## src/rtl/sar_comparator_ctrl.sv

```systemverilog
// Successive-approximation sequencer driving a dynamic comparator and reference DAC.
// Optional macro SAR_MAJORITY_VOTE_EN: three EVAL/DECIDE votes per bit, bit kept on a 2-of-3 majority.

module sar_comparator_ctrl #(
  parameter int N_BITS     = 8,
  parameter int SAMPLE_CYC = 2,
  parameter int SETTLE_CYC = 2
) (
  input  logic              clk,
  input  logic              rst,
  input  logic              start,
  input  logic              cmp_decision,
  output logic              sample,
  output logic              cmp_rst,
  output logic              cmp_eval,
  output logic [N_BITS-1:0] dac_code,
  output logic              busy,
  output logic              done,
  output logic [N_BITS-1:0] result
);

  localparam int CNT_MAX = ((SAMPLE_CYC > SETTLE_CYC) ? SAMPLE_CYC : SETTLE_CYC) - 1;
  localparam int CNT_W   = (CNT_MAX < 1) ? 1 : $clog2(CNT_MAX + 1);
  localparam int BIT_W   = $clog2(N_BITS);

  typedef enum logic [2:0] {
    ST_IDLE   = 3'd0,
    ST_SAMPLE = 3'd1,
    ST_SETTLE = 3'd2,
    ST_EVAL   = 3'd3,
    ST_DECIDE = 3'd4,
    ST_DONE   = 3'd5
  } state_t;

  state_t              state_r, state_s;
  logic [CNT_W-1:0]    cnt_r, cnt_s;
  logic [BIT_W-1:0]    bit_r, bit_s;
  logic [N_BITS-1:0]   work_r, work_s;
  logic [N_BITS-1:0]   dac_s, result_s, mask_s;
  logic                keep_s, resolve_s;
`ifdef SAR_MAJORITY_VOTE_EN
  logic [1:0]          vote_r, vote_s, ones_r, ones_s;
`endif

  // Next-state, working-code and trial-code computation
  always_comb begin
    state_s   = state_r;
    cnt_s     = cnt_r;
    bit_s     = bit_r;
    work_s    = work_r;
    dac_s     = dac_code;
    result_s  = result;
    keep_s    = 1'b0;
    resolve_s = 1'b0;
    mask_s    = N_BITS'(1) << bit_r;
`ifdef SAR_MAJORITY_VOTE_EN
    vote_s    = vote_r;
    ones_s    = ones_r;
`endif
    case (state_r)
      ST_IDLE: begin
        if (start) begin
          state_s = ST_SAMPLE;
          cnt_s   = '0;
          work_s  = '0;
        end else begin
          state_s = ST_IDLE;
        end
      end
      ST_SAMPLE: begin
        if (cnt_r == CNT_W'(SAMPLE_CYC - 1)) begin
          state_s = ST_SETTLE;
          cnt_s   = '0;
          bit_s   = BIT_W'(N_BITS - 1);
          dac_s   = {1'b1, {(N_BITS-1){1'b0}}};
        end else begin
          cnt_s   = cnt_r + CNT_W'(1);
        end
      end
      ST_SETTLE: begin
        if (cnt_r == CNT_W'(SETTLE_CYC - 1)) begin
          state_s = ST_EVAL;
          cnt_s   = '0;
        end else begin
          cnt_s   = cnt_r + CNT_W'(1);
        end
      end
      ST_EVAL: begin
        state_s = ST_DECIDE;
      end
      ST_DECIDE: begin
`ifdef SAR_MAJORITY_VOTE_EN
        // Re-evaluate without re-settling until the third vote is in
        if (vote_r != 2'd2) begin
          vote_s    = vote_r + 2'd1;
          ones_s    = ones_r + {1'b0, cmp_decision};
          resolve_s = 1'b0;
          keep_s    = 1'b0;
        end else begin
          vote_s    = 2'd0;
          ones_s    = 2'd0;
          resolve_s = 1'b1;
          keep_s    = ((ones_r + {1'b0, cmp_decision}) >= 2'd2);
        end
`else
        resolve_s = 1'b1;
        keep_s    = cmp_decision;
`endif
        if (!resolve_s) begin
          state_s = ST_EVAL;
        end else begin
          work_s = keep_s ? (work_r | mask_s) : work_r;
          if (bit_r == '0) begin
            state_s  = ST_DONE;
            result_s = work_s;
          end else begin
            bit_s   = bit_r - BIT_W'(1);
            dac_s   = work_s | (mask_s >> 1);
            state_s = ST_SETTLE;
          end
        end
      end
      ST_DONE: begin
        state_s = ST_IDLE;
        dac_s   = '0;
      end
      default: begin
        state_s = ST_IDLE;
        dac_s   = '0;
      end
    endcase
  end

  // State, counters and registered outputs decoded from the next state
  always_ff @(posedge clk) begin
    if (rst) begin
      state_r  <= ST_IDLE;
      cnt_r    <= '0;
      bit_r    <= BIT_W'(N_BITS - 1);
      work_r   <= '0;
      sample   <= 1'b0;
      cmp_rst  <= 1'b1;
      cmp_eval <= 1'b0;
      dac_code <= '0;
      busy     <= 1'b0;
      done     <= 1'b0;
      result   <= '0;
`ifdef SAR_MAJORITY_VOTE_EN
      vote_r   <= 2'd0;
      ones_r   <= 2'd0;
`endif
    end else begin
      state_r  <= state_s;
      cnt_r    <= cnt_s;
      bit_r    <= bit_s;
      work_r   <= work_s;
      sample   <= (state_s == ST_SAMPLE);
      cmp_rst  <= (state_s != ST_EVAL);
      cmp_eval <= (state_s == ST_EVAL);
      dac_code <= dac_s;
      busy     <= (state_s != ST_IDLE);
      done     <= (state_s == ST_DONE);
      result   <= result_s;
`ifdef SAR_MAJORITY_VOTE_EN
      vote_r   <= vote_s;
      ones_r   <= ones_s;
`endif
    end
  end

endmodule

```

## config.mk

```make
export PLATFORM = sky130hd
export DESIGN_NAME = sar_comparator_ctrl
export DESIGN_NICKNAME = d
export VERILOG_FILES = /design/src/rtl/sar_comparator_ctrl.sv
export SDC_FILE = /design/constraint.sdc
export NUM_CORES = 1
export LEC_CHECK = 0
export BUFFER_PORTS_ARGS = -buffer_cell sky130_fd_sc_hd__buf_2
export CORE_MARGIN = 8
export CORE_UTILIZATION = 40
export CTS_BUF_LIST = sky130_fd_sc_hd__clkbuf_2 sky130_fd_sc_hd__clkbuf_4 sky130_fd_sc_hd__clkbuf_8
export DETAILED_ROUTE_END_ITERATION = 10
export GPL_TIMING_DRIVEN = 0
export PLACE_DENSITY = 0.67
export SYNTH_ARGS = -nofsm -noshare
export SYNTH_HDL_FRONTEND = slang
export SYNTH_SLANG_ARGS = --single-unit
```

## constraint.sdc

```tcl
create_clock -name clk -period 1.7 [get_ports clk]
set_input_delay 0.085 -clock clk [delete_from_list [all_inputs] [get_ports clk]]
set_output_delay 0.085 -clock clk [all_outputs]
set_load 0.05 [all_outputs]
```

Word level (Yosys, flattened, before mapping) --
Cells that the tools add are included.
Cells by class: add/sub/neg operators 2, multipliers 0, div/mod/pow operators 0, $lt $le $gt $ge 0, equal/unequal tests 11, shifts and indexed selects 1, multiplexer cells 17, bitwise logic cells 3, reduce and logical (&&, ||, !) cells 13
Operator list (number):
- 8-bit two-way mux | 4
- 8-bit one-hot mux with 3 select lines | 1
- 8-bit one-hot mux with 2 select lines | 1
- 3-bit two-way mux | 5
- 3-bit one-hot mux with 5 select lines | 1
- 3-bit by 2-bit == test with 1-bit output, second input constant | 3
- 8-bit by 7-bit OR with 8-bit output | 1
- 8-bit OR | 1
- 1-bit by 3-bit << shifter with 8-bit output, first input constant | 1
- 3-bit by 1-bit == test with 1-bit output, second input constant | 2
- 3-bit == test, second input constant | 2
- 3-bit zero test | 2
- 2-bit != test, second input constant | 3
- 3-bit one-hot mux with 2 select lines | 1
- 2-bit AND reduction | 3
- 3-bit AND reduction | 2
- 2-bit nonzero test | 3
- 1-bit two-way mux | 3
- 3-bit by 2-bit != test with 1-bit output, second input constant | 1
- 3-bit nonzero test | 1
- 3-bit OR reduction | 1
- 3-bit by 1-bit subtractor with 3-bit output, second input constant | 1
- 1-bit one-hot mux with 2 select lines | 1
- 2-bit OR reduction | 1
- other kinds (2) | 2
Storage, ports and cells: flip-flop bits (word level) 36, bits in latches 0, bits in writable memories 0, ROM bits 0, logic and storage cells 58, memories kept 0

Logic depth before layout (Yosys ltp) --
Gate-level depths: netlist (run 1).
word-level depth 6, mapped depth 7, mapped depth without buffers 6

Worst setup path after synthesis (run 1) --
No wires, ideal clock.
kind register -> register, from register bit_r[0], to register dac_code[7], setup time 119 ps, arrival time 1630 ps, required time 1581 ps, path slack -49 ps, stages on the path, launching flop included 7, path through dfxtp_1 > inv_1 > ha_1 > or3b_1 > a21oi_1 > nor2_2 > o221a_2
On the way: cells in the longest elaborated chain, start to end 6
Ends and longest elaborated chain:
- start: declaration | RTL line 37 | logic [BIT_W-1:0] bit_r, bit_s;
- start signal: assignment | RTL line 139 | bit_r <= BIT_W'(N_BITS - 1);
- start signal: assignment | RTL line 155 | bit_r <= bit_s;
- 1-bit by 3-bit << shifter with 8-bit output | RTL line 55 | mask_s = N_BITS'(1) << bit_r;
- 8-bit OR | RTL line 112 | work_s = keep_s ? (work_r | mask_s) : work_r;
- 8-bit two-way mux | RTL line 112
- 8-bit by 7-bit OR with 8-bit output | RTL line 118 | dac_s = work_s | (mask_s >> 1);
- 8-bit two-way mux | RTL line 113 | if (bit_r == '0) begin
- 8-bit one-hot mux with 3 select lines | RTL line 60 | case (state_r)
- end signal: assignment | RTL line 160 | dac_code <= dac_s;
- end: declaration | RTL line 16 | output logic [N_BITS-1:0] dac_code,
Parallel ways exist; a longest one is shown, timed or not. The select of a mux whose other input is x is not followed. A chain may end at the register's enable or synchronous reset.

Final worst setup path (run 1) --
from register bit_r[1], to register dac_code[7]
Same word-level chain as after synthesis.

==> flow_summary.yaml, run 1 <==
worst_setup_path:
  crit_chain: "inv_2 -> ha_4 -> or3b_4 -> a21oi_4 -> nor2_4 -> o221a_2"
  cp.arrival_ns: 1.80
  critPathKind: "reg -> reg"
  timing.rr.start: "bit_r[1]$_SDFFE_PP1P_"
  cpLargestDelayFamily: "simple AND/OR/NAND/NOR gates"
  startpoint: "bit_r[1]$_SDFFE_PP1P_"
  cp_max_fo: 5
  cp_slowest_cell: "or3b_4"
  critical_path.endpoint_type: "flip-flop"
  critPathRequiredTime_ns: 1.88
  critPathMaxStageDelay_ns: 0.39
  start_kind: "flip-flop"
  crit_buf_inv: 1
  r2r_slack_ns: 0.08
synth:
  yosysTopAreaCell: "dfxtp_1"
  synth_top_area_share_pct: 44.04
  async_flop_share_pct: 0
  synthTopCellsByArea: "dfxtp_1 44%, mux2i_1 5.5%, nor2_1 5.0%"
  yosysUniqueCellTypes: 43
  ys_seq_elements: 36
  synthesis.area_um2: 1637
  synth_flop_cell: "dfxtp_1"
  synth.avg_cell_area_um2: 9.092
  synth_nets: 189
  yosysSeqAreaShare_pct: 44.04
  ys_warn_count: 0
  syn_inst: 180
  synth_edf_count: 0
grt:
  antenna_found_initial: 0
  overflow: 0
  grt_max_degree: 11
  grt_use_total_pct: 12.56
  grt_pass1_vias: 1362
  grt_pass1_wl_mm: 6.334
placement:
  numPortBuffers: 24
  dpl.cell_count: 254
  gp_congestion: 0.8312
  dp_hpwl_mm: 2.642
status:
  status: "finished clean"
die:
  start_util_pct: 41.21
  die_w_um: 79.97
  dieArea_um2: 6394
  coreArea_um2: 3971
  ioPinCount: 25
  placementRows: 23
  die_y_um: 79.97
finish:
  fin_cells: 266
  fill_cells: 397
  antenna_cells: 0
  syn_to_final_growth_pct: 22.94
  drive_gt1_share_pct: 27.78
  final_util_pct: 50.66
  layout.nets: 224
power_and_ir_drop:
  peakVddDrop_uv: 434.7
  leakage_nw: 0.7989
  p_per_area_nw_per_um2: 889.9
clocking:
  ctsHoldBuffers: 0
  cts_sinks: 36
  cts_tree: "yes"
  clockRootBuffer: "clkbuf_8"
  clk_latency_ns: 0.29
  numCtsBuffers: 5
  htree_levels: 2
  cts.clk_slew.worst_paths_ns: 0.07
  clk_path_buf_depth: 2
timing:
  slew_violations: 0
  skew_ns: 0.006443
  period_needed_ns: 1.623
  period_share_pct: 95.44
  hold_viol_final: 0
  setup_viol: 0
  tightest_slew_ns: 0.4981
  rsz0062_at_grt: "false"
  max_freq_mhz: 616.3
  slew_headroom_pct: 66.80
route:
  wirelength_mm: 3.660
  vias_per_cell: 5.154
  vias: 1371
  drcViolationCount: 0
  ant_nets: 0
  drt-wirelength-per-cell_um: 13.76
  drt_first_pass_iters: 4
  drtIter0Drc: 91
hold_path:
  hp-class: "in -> reg"
  worstHoldStart: "start"
flow_run:
  cap_violations: 0
[synthesized netlist by cell type (2+ instances only)]
master	number
nand3_1	2
mux2i_1	9
dfxtp_1	36
and2_1	2
or3b_1	2
inv_1	6
o21ai_0	11
nor2b_1	7
nor2_4	2
or2_2	2
o31ai_1	2
a21oi_1	14
clkbuf_1	5
nand2_1	8
nor3b_1	2
ha_1	5
nand2b_1	2
a22oi_1	8
a21o_1	2
buf_6	2
a211oi_1	5
o211ai_1	2
or3_1	2
nor2_1	22
or4b_1	2
[worst paths after layout]
path,to,cells past startpoint
min,cnt_r$_SDFFE_PP0P_,4
max reg2reg,dac_code[7]$_SDFFE_PP0P_,6
max,dac_code[7]$_SDFFE_PP0P_,6
min reg2reg,dac_code[1]$_SDFFE_PP0P_,2
[cells in the final DEF (no fill, tap or decap), types with 3 or more instances in the layout]
cell      count
a211oi_1      5
a21oi_1      13
a22oi_1       6
buf_2        24
buf_4         5
clkbuf_1      4
clkbuf_8      6
dfxtp_1      32
dfxtp_2       4
ha_1          4
inv_1         4
mux2i_1       9
nand2_1       8
nor2_1       22
nor2_4        3
nor2b_1       7
o21ai_0      11
[state kept, by name, indices dropped and copies added (netlist names)]
register and count:
dac_code 8, result 8, work_r 8, bit_r 3
state_r 3, busy 1, cmp_eval 1, cmp_rst 1
cnt_r 1, done 1, sample 1
[worst min-delay path, stage by stage]
cell and delay (ns):
buf_2 0.11, o211ai_1 0.09, o21ai_0 0.07, nor2_1 0.04
[cell families (layout without fill, tap and decap cells)]
| logic type | after synthesis | in the layout | share of synthesized area, % |
|---|---|---|---|
| adder cells (fa/ha/maj) | 5 | 5 | 3.823 |
| buffers and inverters | 16 | 52 | 4.893 |
| AO/OA/AOI/OAI | 48 | 48 | 18.27 |
| XOR/XNOR | 1 | 1 | 0.5353 |
| flip-flops | 36 | 36 | 44.04 |
| AND/OR/NAND/NOR | 65 | 65 | 22.94 |
| multiplexers | 9 | 9 | 5.505 |
[metrics by stage]
step	instance area, µm²	worst slack, ns	hold WS, ns	power (W)	TNS [ns]
floorplan	1643	0.02175	0.2641	0.001075	0
global placement	1826	-0.1139	0.4441	0.001127	-0.1854
detailed placement	1826	-0.1372	0.4449	0.001129	-0.3188
CTS	1946	0.01234	0.1374	0.001788	0
global route	2012	0.005824	0.1964	0.001867	0
finish	2012	0.07746	0.1511	0.001790	0
[power by group]
| part | switching, W | internal (W) |
|---|---|---|
| logic | 0.000157 | 0.0000914 |
| registers | 0.0000183 | 0.000868 |
| clock network | 0.000294 | 0.000362 |
| total | 0.000469 | 0.00132 |
[timing repair]
action / in CTS / in global routing
buffers inserted: 1 / 3
pin swaps: 2 / 3
setup endpoints to repair: 11 / 18
resized for setup: 4 / 13
[metal layers]
metal / track usage, % / vias to the layer above / wire length [µm]
met3: 4.955 / 5 / 225
li1: - / 702 / -
met5: 0 / - / 0
met1: 15.31 / 642 / 1715
met2: 19.00 / 22 / 1660
met4: 5.455 / 0 / 59
[final cells by class]
| type | instances | area [µm²] | share of cell area [%] |
|---|---|---|---|
| buffer | 9 | 57.56 | 2.861 |
| clock buffer | 8 | 97.59 | 4.851 |
| inverter | 7 | 26.28 | 1.306 |
| multi-input combinational | 128 | 879.6 | 43.72 |
| sequential | 36 | 725.7 | 36.07 |
| tap | 50 | 62.56 | 3.109 |
| timing repair buffer | 28 | 162.7 | 8.085 |
Power figures use the tool's default switching activity.
==> inputs of run 2 (changes only) <==
--- a/config.mk
+++ b/config.mk
@@ -6,7 +6,7 @@
 export NUM_CORES = 1
 export LEC_CHECK = 0
 export BUFFER_PORTS_ARGS = -buffer_cell sky130_fd_sc_hd__buf_2
-export CORE_MARGIN = 8
+export CORE_MARGIN = 2
 export CORE_UTILIZATION = 40
 export CTS_BUF_LIST = sky130_fd_sc_hd__clkbuf_2 sky130_fd_sc_hd__clkbuf_4 sky130_fd_sc_hd__clkbuf_8
 export DETAILED_ROUTE_END_ITERATION = 10
==> run 2 against run 1 <==
- clock-buffer cell count unchanged
- worst hold slack worse by 0.0081 ns
- die area fell by 28%
- clock skew is 0.0031 ns lower
- fmax is 1.2% lower
- clock power down 1%
- via count up 1.4%
- register-to-register slack got worse by 0.02 ns
- critical endpoint unchanged
==> flow_summary.yaml, run 2 (synthesis results as in run 1) <==
worst_setup_path:
  timing.rr.start: "bit_r[1]$_SDFFE_PP1P_"
  crit_chain: "inv_2 -> ha_4 -> or3b_1 -> a21oi_4 -> nor2_4 -> o221a_2"
  cpLargestDelayFamily: "simple AND/OR/NAND/NOR gates"
  critPathRequiredTime_ns: 1.88
  crit_buf_inv: 1
  critical_path.endpoint_type: "flip-flop"
  critPathMaxStageDelay_ns: 0.39
  startpoint: "bit_r[1]$_SDFFE_PP1P_"
  cp.arrival_ns: 1.82
  cp_max_fo: 8
  cp_slowest_cell: "or3b_1"
  critPathKind: "reg -> reg"
  start_kind: "flip-flop"
timing:
  slew_violations: 0
  tightest_slew_ns: 0.5090
  tns_ns: 0
  period_share_pct: 96.57
  rsz0062_at_grt: "false"
  period_needed_ns: 1.642
  setup_viol: 0
  skew_ns: 0.003324
  slew_headroom_pct: 66.07
  hold_ws_ns: 0.1430
  hold_viol_final: 0
  max_freq_mhz: 609.1
grt:
  overflow: 0
  grt_pass1_wl_mm: 5.740
  antenna_found_initial: 0
  grt_max_degree: 11
  grt_use_total_pct: 17.19
  grt_pass1_vias: 1199
die:
  placementRows: 23
  ioPinCount: 25
  dieArea_um2: 4619
  die_y_um: 67.97
  die_w_um: 67.97
  coreArea_um2: 3971
  start_util_pct: 41.21
placement:
  dp_hpwl_mm: 2.485
  numPortBuffers: 24
  gp_congestion: 0.8409
route:
  ant_nets: 0
  drt-wirelength-per-cell_um: 13.16
  vias: 1390
  drtIter0Drc: 62
  drcViolationCount: 0
  vias_per_cell: 5.245
  drt_first_pass_iters: 4
  wirelength_mm: 3.488
clocking:
  clockRootBuffer: "clkbuf_8"
  cts.clk_slew.worst_paths_ns: 0.07
  clk_latency_ns: 0.29
  cts_sinks: 36
  clk_path_buf_depth: 2
  cts_tree: "yes"
  numCtsBuffers: 5
  htree_levels: 2
hold_path:
  worstHoldStart: "start"
  hp-class: "in -> reg"
finish:
  layout.nets: 223
  final_util_pct: 50.38
  final_cell_mix: "33 x dfxtp_1, 24 x buf_2, 22 x nor2_1"
  syn_to_final_growth_pct: 22.25
  multi_input_comb_area_um2: 885.9
  antenna_cells: 0
  drive_gt1_share_pct: 27.44
  top_regs: "dac_code (8), result (8), work_r (8)"
  mostFrequentLayoutCell: "dfxtp_1"
  fill_cells: 388
  regArea_um2: 724.4
power_and_ir_drop:
  leakage_nw: 0.7928
  peakVddDrop_uv: 451.5
  p_per_area_nw_per_um2: 891.5
  power_w: 0.001784
status:
  status: "finished clean"
flow_run:
  cap_violations: 0
[run 2: cell types whose count changed in the layout (fill, tap and decap cells not counted), sizes merged]
| cell | previous run | this run |
|---|---|---|
| buf | 32 | 31 |
[run 2: what timing repair did]
item,4_1_cts,5_1_grt
endpoints found under the setup margin,8,20
resized for setup,5,13
pin swaps,2,1
hold buffers,0,0
setup buffers,2,1
[run 2: worst register-to-register path, stage by stage (launching register included)]
cell     delay (ns)
dfxtp_2        0.35
inv_2          0.09
ha_4           0.15
or3b_1         0.39
a21oi_4        0.19
nor2_4         0.09
o221a_2        0.28
[run 2: path summary, 6_finish.rpt]
check                                                 to  slack (ns)  cells past startpoint
worst min-delay path                  cnt_r$_SDFFE_PP0P_        0.14                      4
worst max register to register  dac_code[7]$_SDFFE_PP0P_        0.06                      6
worst max-delay path            dac_code[7]$_SDFFE_PP0P_        0.06                      6
worst min register to register  dac_code[2]$_SDFFE_PP0P_        0.45                      2
[run 2: layout make-up]
cell class              count  area share [%]
multi-input cells         128           44.28
flip-flops and latches     36           36.21
repair buffers             27           7.129
clock buffers               8           4.878
well taps                  50           3.127
plain buffers               9           3.064
inverters                   7           1.313
[run 2: layer usage]
| layer | global-route usage, % | wire length [µm] |
|---|---|---|
| met5 | 0 | 0 |
| met1 | 23.61 | 1695 |
| met4 | 9.250 | 73 |
| met3 | 6.086 | 194 |
| met2 | 23.18 | 1525 |
[run 2: report_power, final]
group	internal [W]	switching (W)	leakage, nW
logic	0.0000901	0.000159	0.450
clock network	0.000362	0.000286	0.0523
registers	0.000868	0.0000187	0.291
[run 2: stage by stage]
| step | setup slack [ns] | std cells | area, µm² |
|---|---|---|---|
| after global routing | 0.004815 | 265 | 2001 |
| after detailed placement | -0.1256 | 254 | 1826 |
| after floorplan | 0.02175 | 180 | 1643 |
| after CTS | 0.003529 | 264 | 1954 |
| after global placement | -0.1202 | 254 | 1826 |
| final | 0.05830 | 265 | 2001 |
==> inputs of run 3 (changes only) <==
--- a/config.mk
+++ b/config.mk
@@ -6,9 +6,9 @@
 export NUM_CORES = 1
 export LEC_CHECK = 0
 export BUFFER_PORTS_ARGS = -buffer_cell sky130_fd_sc_hd__buf_2
+export CORE_ASPECT_RATIO = 1.75
 export CORE_MARGIN = 2
 export CORE_UTILIZATION = 40
-export CTS_BUF_LIST = sky130_fd_sc_hd__clkbuf_2 sky130_fd_sc_hd__clkbuf_4 sky130_fd_sc_hd__clkbuf_8
 export DETAILED_ROUTE_END_ITERATION = 10
 export GPL_TIMING_DRIVEN = 0
 export PLACE_DENSITY = 0.67
==> run 3 against run 2 <==
- setup slack got worse by 0.054 ns
- die area increased by 0.43%
- wire length up 10%
- clock-buffer cell count is the same
- clock power shrank 2%
- critical path type unchanged
- cell count is 0.38% higher
- register-to-register slack worse by 0.05 ns
- clock skew barely moved
- largest power group unchanged
- combinational power is 4% higher
- global-route usage up 0.78 points
- fmax shrank 3.2%
- worst hold slack improved by 0.018 ns
==> flow_summary.yaml, run 3 (synthesis results as in run 1) <==
clocking:
  cts_sinks: 36
  clockRootBuffer: "clkbuf_8"
  numCtsBuffers: 5
  clk_path_buf_depth: 2
  cts.clk_slew.worst_paths_ns: 0.07
  cts_tree: "yes"
  ctsHoldBuffers: 0
  clk_latency_ns: 0.29
  htree_levels: 2
worst_setup_path:
  crit_buf_inv: 1
  critPathMaxStageDelay_ns: 0.41
  cp_slowest_cell: "or3b_4"
  critPathRequiredTime_ns: 1.89
  start_kind: "flip-flop"
  cp_max_fo: 5
  crit_chain: "inv_4 -> ha_4 -> or3b_4 -> a21oi_4 -> nor2_4 -> o221a_2"
  cp.arrival_ns: 1.88
  critPathKind: "reg -> reg"
  critical_path.endpoint_type: "flip-flop"
  cpLargestDelayFamily: "simple AND/OR/NAND/NOR gates"
grt:
  overflow: 0
  grt_use_total_pct: 17.97
  grt_max_degree: 11
  grt_pass1_vias: 1333
  grt_pass1_wl_mm: 6.161
  antenna_found_initial: 0
die:
  die_y_um: 88.62
  placementRows: 30
  die_w_um: 52.35
  ioPinCount: 25
  coreArea_um2: 3904
  dieArea_um2: 4639
  start_util_pct: 41.92
finish:
  fill_cells: 398
  final_cell_mix: "33 x dfxtp_1, 24 x buf_2, 22 x nor2_1"
  syn_to_final_growth_pct: 25.15
  drive_gt1_share_pct: 28.90
  top_regs: "dac_code (8), result (8), work_r (8)"
  final_util_pct: 52.47
  antenna_cells: 0
  design_area_um2: 2048
  mostFrequentLayoutCell: "dfxtp_1"
  fin_cells: 266
  layout.nets: 226
route:
  vias_per_cell: 5.368
  wirelength_mm: 3.849
  drt-wirelength-per-cell_um: 14.47
  drt_first_pass_iters: 4
  ant_nets: 0
  drtIter0Drc: 32
  drcViolationCount: 0
  vias: 1428
power_and_ir_drop:
  power_w: 0.001783
  p_per_area_nw_per_um2: 870.4
  leakage_nw: 0.8066
  peakVddDrop_uv: 553.4
timing:
  tns_ns: 0
  setup_viol: 0
  period_needed_ns: 1.696
  max_freq_mhz: 589.8
  slew_violations: 0
  period_share_pct: 99.74
  tightest_slew_ns: 0.4298
  skew_ns: 0.003165
  rsz0062_at_grt: "true"
  slew_headroom_pct: 71.35
  hold_viol_final: 0
flow_run:
  cap_violations: 0
placement:
  dpl.cell_count: 252
  gp_congestion: 0.8715
  placed_cell_area_um2: 1823
  dp_hpwl_mm: 2.745
  numPortBuffers: 24
hold_path:
  hp-class: "in -> reg"
status:
  status: "finished clean"
==> run 3: layout make-up <==
type | instances | area, µm² | area share [%]
plain buffers | 9 | 65.06 | 3.177
repair buffers | 30 | 177.7 | 8.674
inverters | 7 | 31.28 | 1.527
well taps | 48 | 60.06 | 2.932
flip-flops and latches | 36 | 726.9 | 35.49
clock buffers | 8 | 90.09 | 4.398
multi-input cells | 128 | 897.1 | 43.80
==> run 3: what timing repair did <==
action | CTS | global route
setup buffers | 2 | 4
gates resized for setup | 5 | 20
endpoints found under the setup margin | 13 | 20
pin swaps | 2 | 6
==> run 3: layer usage <==
layer  GRT usage (%)  share of wire [%]
met5               0                  0
met4           9.324                3.8
met3           4.054                3.1
met2           31.14                 54
met1           19.94                 39
==> run 3: per-stage QoR <==
stage | setup WS, ns | hold slack [ns]
after global routing | -0.05076 | 0.2160
after CTS | 0.002337 | 0.1575
after detailed placement | -0.1405 | 0.4525
after floorplan | 0.02175 | 0.2641
after global placement | -0.1215 | 0.4440
final | 0.004389 | 0.1611
==> run 3: power by group <==
| group | switching, W | internal (W) | total [W] |
|---|---|---|---|
| clock network | 0.000305 | 0.000331 | 0.000635 |
| logic | 0.000163 | 0.0000977 | 0.000260 |
| registers | 0.0000208 | 0.000867 | 0.000887 |
==> run 3: worst paths after layout <==
kind                                 start                        to  slack (ns)  cells past startpoint
setup / recovery     bit_r[0]$_SDFFE_PP1P_  dac_code[7]$_SDFFE_PP0P_       0.004                      6
hold / removal                       start        cnt_r$_SDFFE_PP0P_        0.16                      4
setup reg to reg     bit_r[0]$_SDFFE_PP1P_  dac_code[7]$_SDFFE_PP0P_       0.004                      6
hold reg to reg   dac_code[1]$_SDFFE_PP0P_  dac_code[1]$_SDFFE_PP0P_        0.46                      2
==> run 3: worst min-delay path: stages <==
cell      delay, ns
buf_2          0.11
o211ai_1       0.10
o21ai_0        0.08
nor2_1         0.04
